==> src/rtl/ysyx_24100006_pkg.sv <==
// Shared definitions for the fetch/decode boundary: data width, NOP encoding,
// the instruction/PC payload and the main-slot update selector.
package ysyx_24100006_pkg;

  localparam int unsigned XLEN = 32;

  localparam logic [XLEN-1:0] NOP_INST = 32'h0000_0013;

  typedef struct packed {
    logic [XLEN-1:0] pc;
    logic [XLEN-1:0] inst;
  } fetch_pkt_t;

  typedef enum logic [1:0] {
    MAIN_HOLD      = 2'd0,
    MAIN_FROM_IN   = 2'd1,
    MAIN_FROM_SKID = 2'd2,
    MAIN_CLEAR     = 2'd3
  } main_op_e;

endpackage

==> src/rtl/ysyx_24100006_if_id_if.sv <==
// Fetch-side and decode-side handshake bundle of the IF/ID buffer.
// slave: the buffer itself; master: the IFU/IDU environment driving it.
interface ysyx_24100006_if_id_if;
  import ysyx_24100006_pkg::*;

  logic            if_valid;
  logic            if_ready;
  logic [XLEN-1:0] if_instruction;
  logic [XLEN-1:0] if_pc;
  logic            flush;
  logic            id_out_valid;
  logic            id_out_ready;
  logic [XLEN-1:0] instruction;
  logic [XLEN-1:0] pc_D;

  modport slave (
    input  if_valid, if_instruction, if_pc, flush, id_out_ready,
    output if_ready, id_out_valid, instruction, pc_D
  );

  modport master (
    output if_valid, if_instruction, if_pc, flush, id_out_ready,
    input  if_ready, id_out_valid, instruction, pc_D
  );

endinterface

==> src/rtl/ysyx_24100006_pipe_slot.sv <==
// One pipeline storage slot: valid bit plus instruction/PC registers.
// Data registers change only on reset, kill (instruction only) or load.
module ysyx_24100006_pipe_slot
  import ysyx_24100006_pkg::*;
#(
  parameter logic [XLEN-1:0] RESET_INST = NOP_INST,
  parameter logic [XLEN-1:0] RESET_PC   = 32'h0000_0000
) (
  input  logic       clk,
  input  logic       reset,
  input  logic       kill,
  input  logic       load,
  input  logic       clear,
  input  fetch_pkt_t d,
  output logic       valid,
  output fetch_pkt_t q
);

  // Kill keeps the PC so decode still sees the last delivered address.
  always_ff @(posedge clk) begin
    if (reset) begin
      valid  <= 1'b0;
      q.inst <= RESET_INST;
      q.pc   <= RESET_PC;
    end else if (kill) begin
      valid  <= 1'b0;
      q.inst <= RESET_INST;
    end else if (load) begin
      valid <= 1'b1;
      q     <= d;
    end else if (clear) begin
      valid <= 1'b0;
    end
  end

endmodule

==> src/rtl/ysyx_24100006_if_id.sv <==
// IF/ID pipeline buffer between IFU and IDU with flush support.
// Define YSYX_24100006_IFID_SKID_EN for a two-slot skid buffer with fully
// registered if_ready; otherwise a single slot with pass-through ready.
module ysyx_24100006_if_id
  import ysyx_24100006_pkg::*;
#(
  parameter logic [XLEN-1:0] RESET_INST = NOP_INST,
  parameter logic [XLEN-1:0] RESET_PC   = 32'h0000_0000
) (
  input  logic                  clk,
  input  logic                  reset,
  ysyx_24100006_if_id_if.slave  bus
);

  logic       main_v;
  fetch_pkt_t main_q;
  fetch_pkt_t main_d;
  fetch_pkt_t in_pkt;
  main_op_e   main_op;
  logic       accept_c;
  logic       xfer_c;

  assign in_pkt   = '{pc: bus.if_pc, inst: bus.if_instruction};
  assign accept_c = bus.if_valid & bus.if_ready;
  assign xfer_c   = bus.id_out_valid & bus.id_out_ready;

`ifdef YSYX_24100006_IFID_SKID_EN
  logic       skid_v;
  fetch_pkt_t skid_q;
  logic       skid_load;
  logic       skid_clear;

  // Skid full means main is full too, so ready depends only on skid_v.
  assign bus.if_ready = ~skid_v & ~reset;
  assign main_d       = (main_op == MAIN_FROM_SKID) ? skid_q : in_pkt;

  always_comb begin
    main_op    = MAIN_HOLD;
    skid_load  = 1'b0;
    skid_clear = 1'b0;
    if (!main_v) begin
      if (accept_c) main_op = MAIN_FROM_IN;
    end else if (xfer_c) begin
      if (skid_v) begin
        main_op    = MAIN_FROM_SKID;
        skid_clear = 1'b1;
      end else if (accept_c) begin
        main_op = MAIN_FROM_IN;
      end else begin
        main_op = MAIN_CLEAR;
      end
    end else if (accept_c) begin
      skid_load = 1'b1;
    end
  end

  ysyx_24100006_pipe_slot #(
    .RESET_INST (RESET_INST),
    .RESET_PC   (RESET_PC)
  ) u_skid_slot (
    .clk   (clk),
    .reset (reset),
    .kill  (bus.flush),
    .load  (skid_load),
    .clear (skid_clear),
    .d     (in_pkt),
    .valid (skid_v),
    .q     (skid_q)
  );
`else
  // Single slot: accept whenever the slot is empty or draining this cycle.
  assign bus.if_ready = (~main_v | bus.id_out_ready) & ~reset;
  assign main_d       = in_pkt;

  always_comb begin
    main_op = MAIN_HOLD;
    if (accept_c) begin
      main_op = MAIN_FROM_IN;
    end else if (xfer_c) begin
      main_op = MAIN_CLEAR;
    end
  end
`endif

  ysyx_24100006_pipe_slot #(
    .RESET_INST (RESET_INST),
    .RESET_PC   (RESET_PC)
  ) u_main_slot (
    .clk   (clk),
    .reset (reset),
    .kill  (bus.flush),
    .load  ((main_op == MAIN_FROM_IN) | (main_op == MAIN_FROM_SKID)),
    .clear (main_op == MAIN_CLEAR),
    .d     (main_d),
    .valid (main_v),
    .q     (main_q)
  );

  // Valid is masked during reset so no transfer can complete in that cycle.
  assign bus.id_out_valid = main_v & ~reset;
  assign bus.instruction  = main_q.inst;
  assign bus.pc_D         = main_q.pc;

endmodule

==> src/flat_wrapper.sv <==
// flat-port wrapper written by rule: the top's interface ports become plain ports
module ysyx_24100006_if_id_flat import ysyx_24100006_pkg::*;
#(
  parameter logic [XLEN-1:0] RESET_INST = NOP_INST,
  parameter logic [XLEN-1:0] RESET_PC   = 32'h0000_0000
)
  (clk, reset, bus_if_valid, bus_if_instruction, bus_if_pc, bus_flush, bus_id_out_ready, bus_if_ready, bus_id_out_valid, bus_instruction, bus_pc_D);
  ysyx_24100006_if_id_if bus_i ();
  input  logic clk;
  input  logic reset;
  input wire logic [$bits(bus_i.if_valid)-1:0] bus_if_valid;
  input wire logic [$bits(bus_i.if_instruction)-1:0] bus_if_instruction;
  input wire logic [$bits(bus_i.if_pc)-1:0] bus_if_pc;
  input wire logic [$bits(bus_i.flush)-1:0] bus_flush;
  input wire logic [$bits(bus_i.id_out_ready)-1:0] bus_id_out_ready;
  output wire logic [$bits(bus_i.if_ready)-1:0] bus_if_ready;
  output wire logic [$bits(bus_i.id_out_valid)-1:0] bus_id_out_valid;
  output wire logic [$bits(bus_i.instruction)-1:0] bus_instruction;
  output wire logic [$bits(bus_i.pc_D)-1:0] bus_pc_D;
  assign bus_i.if_valid = bus_if_valid;
  assign bus_i.if_instruction = bus_if_instruction;
  assign bus_i.if_pc = bus_if_pc;
  assign bus_i.flush = bus_flush;
  assign bus_i.id_out_ready = bus_id_out_ready;
  assign bus_if_ready = bus_i.if_ready;
  assign bus_id_out_valid = bus_i.id_out_valid;
  assign bus_instruction = bus_i.instruction;
  assign bus_pc_D = bus_i.pc_D;
  ysyx_24100006_if_id #(.RESET_INST(RESET_INST), .RESET_PC(RESET_PC)) u_core (.clk(clk), .reset(reset), .bus(bus_i));
endmodule
==> config.mk <==
export PLATFORM = sky130hd
export DESIGN_NAME = ysyx_24100006_if_id_flat
export DESIGN_NICKNAME = d
export VERILOG_FILES = /design/src/rtl/ysyx_24100006_pkg.sv /design/src/rtl/ysyx_24100006_if_id_if.sv /design/src/rtl/ysyx_24100006_pipe_slot.sv /design/src/rtl/ysyx_24100006_if_id.sv /design/src/flat_wrapper.sv
export SDC_FILE = /design/constraint.sdc
export NUM_CORES = 1
export LEC_CHECK = 0
export ABC_AREA = 1
export BUFFER_PORTS_ARGS = -buffer_cell sky130_fd_sc_hd__buf_2
export CAP_MARGIN = 30
export CORE_UTILIZATION = 44
export CTS_CLUSTER_SIZE = 16
export DETAILED_ROUTE_END_ITERATION = 8
export PLACE_DENSITY = 0.78
export SLEW_MARGIN = 10
export SYNTH_ARGS = -nofsm -noshare
export SYNTH_HDL_FRONTEND = slang
export SYNTH_SLANG_ARGS = --single-unit
==> constraint.sdc <==
create_clock -name clk -period 1.5 [get_ports clk]
set_input_delay 0.075 -clock clk [delete_from_list [all_inputs] [get_ports clk]]
set_output_delay 0.075 -clock clk [all_outputs]
set_load 0.02 [all_outputs]
==> results.toml <==
[status]
status = "finished clean"

[synthesis]
synth.top_cell.area_share_pct = 51.8
ys_async_sr_fraction_pct = 0
synth.most_common_cell = "nand2_1"
synth.distinct_cells = 15
synth_edf_count = 0
synth_top_area_cell = "dfxtp_1"
ys.flop_type = "dfxtp_1"
syn_inst = 353
yosysSeqAreaShare_pct = 51.8
yosys-top-cells-area = "dfxtp_1 (52%), nand2_1 (19%), nor2_1 (9.9%)"
synth_area_mm2 = 0.00251
ys_top_cells_by_count = "nand2_1 (129), nor2_1 (66), dfxtp_1 (65)"
synthesis.nets = 422
yosys_warnings = 0
avgSynthCellArea_um2 = 7.12
ys_ff_latch = 65

[worst_setup_path]
slowest_stage = "dfxtp_1"
crit_path_frequent_cell = "nand2_1"
critPathMaxFanout = 25
cp.required_ps = 1750
worstPathCellList = "nand2_1 > nand3_4 > buf_4 > nand2_1 > a21oi_1"
slowest_delay_ps = 370
start_kind = "flip-flop"
crit_path_end_kind = "flip-flop"
r2r_slack_ps = 150
cp.arrival_ps = 1600
worstSetupPathType = "reg2reg"

[clock_network]
clockBufferDepth = 2
cts_made_buffers = 9
cts_root_buffer = "clkbuf_8"
cts_sinks = 65
clkLatencyLatePin_ps = 330
postCtsSetupBuffers = 0
path_clk_slew_ps = 70
cts_tree = "done"
htreeDepth = 3

[sta]
timing.slew.headroom_pct = 80.1
worstMarginPinSlew_ps = 298
rsz0062_at_grt = "no"
finClkSkew_ps = 5.29
timing.fmax_mhz = 743
setup_viol = 0
slew_viol_final = 0
fin_setup_tns_ps = 0
finalHoldViolations = 0
min_period_over_period_pct = 89.8
period_needed_ps = 1350

[floorplanning]
die-area_mm2 = 0.00602
die_h_um = 77.6
initial_utilization_pct = 45.6
fp.coreArea_mm2 = 0.00551
ios = 135
core.rowCount = 27
die_w_um = 77.6

[global_routing]
antenna_found_initial = 0
grt_max_degree = 65
grt_pass1_vias = 2897
grt_pass1_wl_um = 12500
grt_overflow = 0
grt_util_all_layers_pct = 26.3

[power]
p_int_w = 0.00299
clkPwrFrac_pct = 39.5
p_leak_nw = 2.13
swShare_pct = 25.2
power_density_mw_per_mm2 = 995
switchingPower_w = 0.00101
comb_power_share_pct = 15.0
irDropWorstVdd_mv = 0.839
seq_power_share_pct = 45.6

[cells_and_area]
antenna_cells = 0
drive_gt1_share_pct = 28.7
area_growth_pct = 60.1
final_util_pct = 73.1
nNetsFinal = 615

[placement]
dp.final_hpwl_um = 4080
io_buffer_count = 134
gp_congestion = 0.766

[run]
cap_violations = 0

[route]
dr.pass1.iters = 4
wl_um = 7480
wl_per_cell_um = 12.0
drt-vias-per-instance = 4.52
first_iter_violations = 114
vias = 2818
drc = 0
antenna_left = 0

[worst_hold_path]
worstHoldPathType = "in2reg"
## through the flow
stage	hold WS, ps	worst slack (ps)	total power [W]	instances	instance area [um^2]
CTS	0.325	87.5	0.00403	623	4020
finish	14.3	154	0.00400	623	4030
global placement	283	165	0.00231	545	3190
global route	23.8	58.6	0.00418	623	4030
floorplan	188	434	0.00214	353	2510
detailed placement	288	88.4	0.00232	545	3190
## power groups by stage
stage / Sequential (W) / Combinational, W / Clock [W]
after floorplan: 0.00194 / 0.000200 / 0
after global placement: 0.00186 / 0.000450 / 0
after detailed placement: 0.00186 / 0.000460 / 0
after CTS: 0.00182 / 0.000584 / 0.00162
after global routing: 0.00183 / 0.000661 / 0.00169
final: 0.00182 / 0.000599 / 0.00158
## cells by family (layout without fill, tap and decap cells)
kind of cell,count (synthesis),after routing,synth area share [%]
compound gates,32,32,6.37
simple gates,200,200,31.3
flops,65,65,51.8
buf+inv,56,254,10.6
## area by class of cell
class	count	area (um^2)
well taps	72	90.1
clock buffers	9	124
clock inverters	7	85.1
flip-flops and latches	65	1300
multi-input cells	232	946
inverters	38	145
fillers	427	1480
repair buffers	200	1330
## worst max-delay path, delay by kind of cell, from the launching register on
kind / cells / cell delay, ps
AO/OA/AOI/OAI: 1 / 190
buffers and inverters: 1 / 290
AND/OR/NAND/NOR: 3 / 400
flip-flops: 1 / 370
## cell usage in the layout (no fill, tap or decap), drive strengths merged
master       Yosys  final
o21ai            1      1
dlygate4sd3      0     62
dfxtp           65     65
clkbuf           6      9
inv             37     38
nor2            66     66
nand2          129    129
a21oi           31     31
clkinv           1      5
bufinv           0      2
buf             12    138
nand3            4      4
nand4            1      1
## final timing paths
check | start | endpoint | depth (start not counted)
max | u_core.u_main_slot.valid | u_core.u_main_slot.q[9] | 5
min | bus_if_pc[21] | u_core.u_main_slot.q[53] | 3
max reg2reg | u_core.u_main_slot.valid | u_core.u_main_slot.q[9] | 5
min reg2reg | u_core.u_main_slot.q[3] | u_core.u_main_slot.q[3] | 2
## timing repair
item / CTS / global route
setup endpoints to repair: 0 / 32
hold buffers: 62 / 0
endpoints found under the hold margin: 62 / 0
gates resized for setup: 0 / 1
## layer usage
layer | global-route usage (%) | up-vias | share of wire (%)
met5 | 0 | - | 0
met4 | 14.5 | 0 | 3.1
met3 | 8.24 | 23 | 7.1
met2 | 47.2 | 124 | 51
met1 | 27.0 | 1240 | 39
li1 | - | 1431 | -
## flip-flops by register name, summed over array words and instances (netlist names)
name / count
u_core.u_main_slot.q: 64
u_core.u_main_slot.valid: 1
Power figures use the tool's default switching activity.
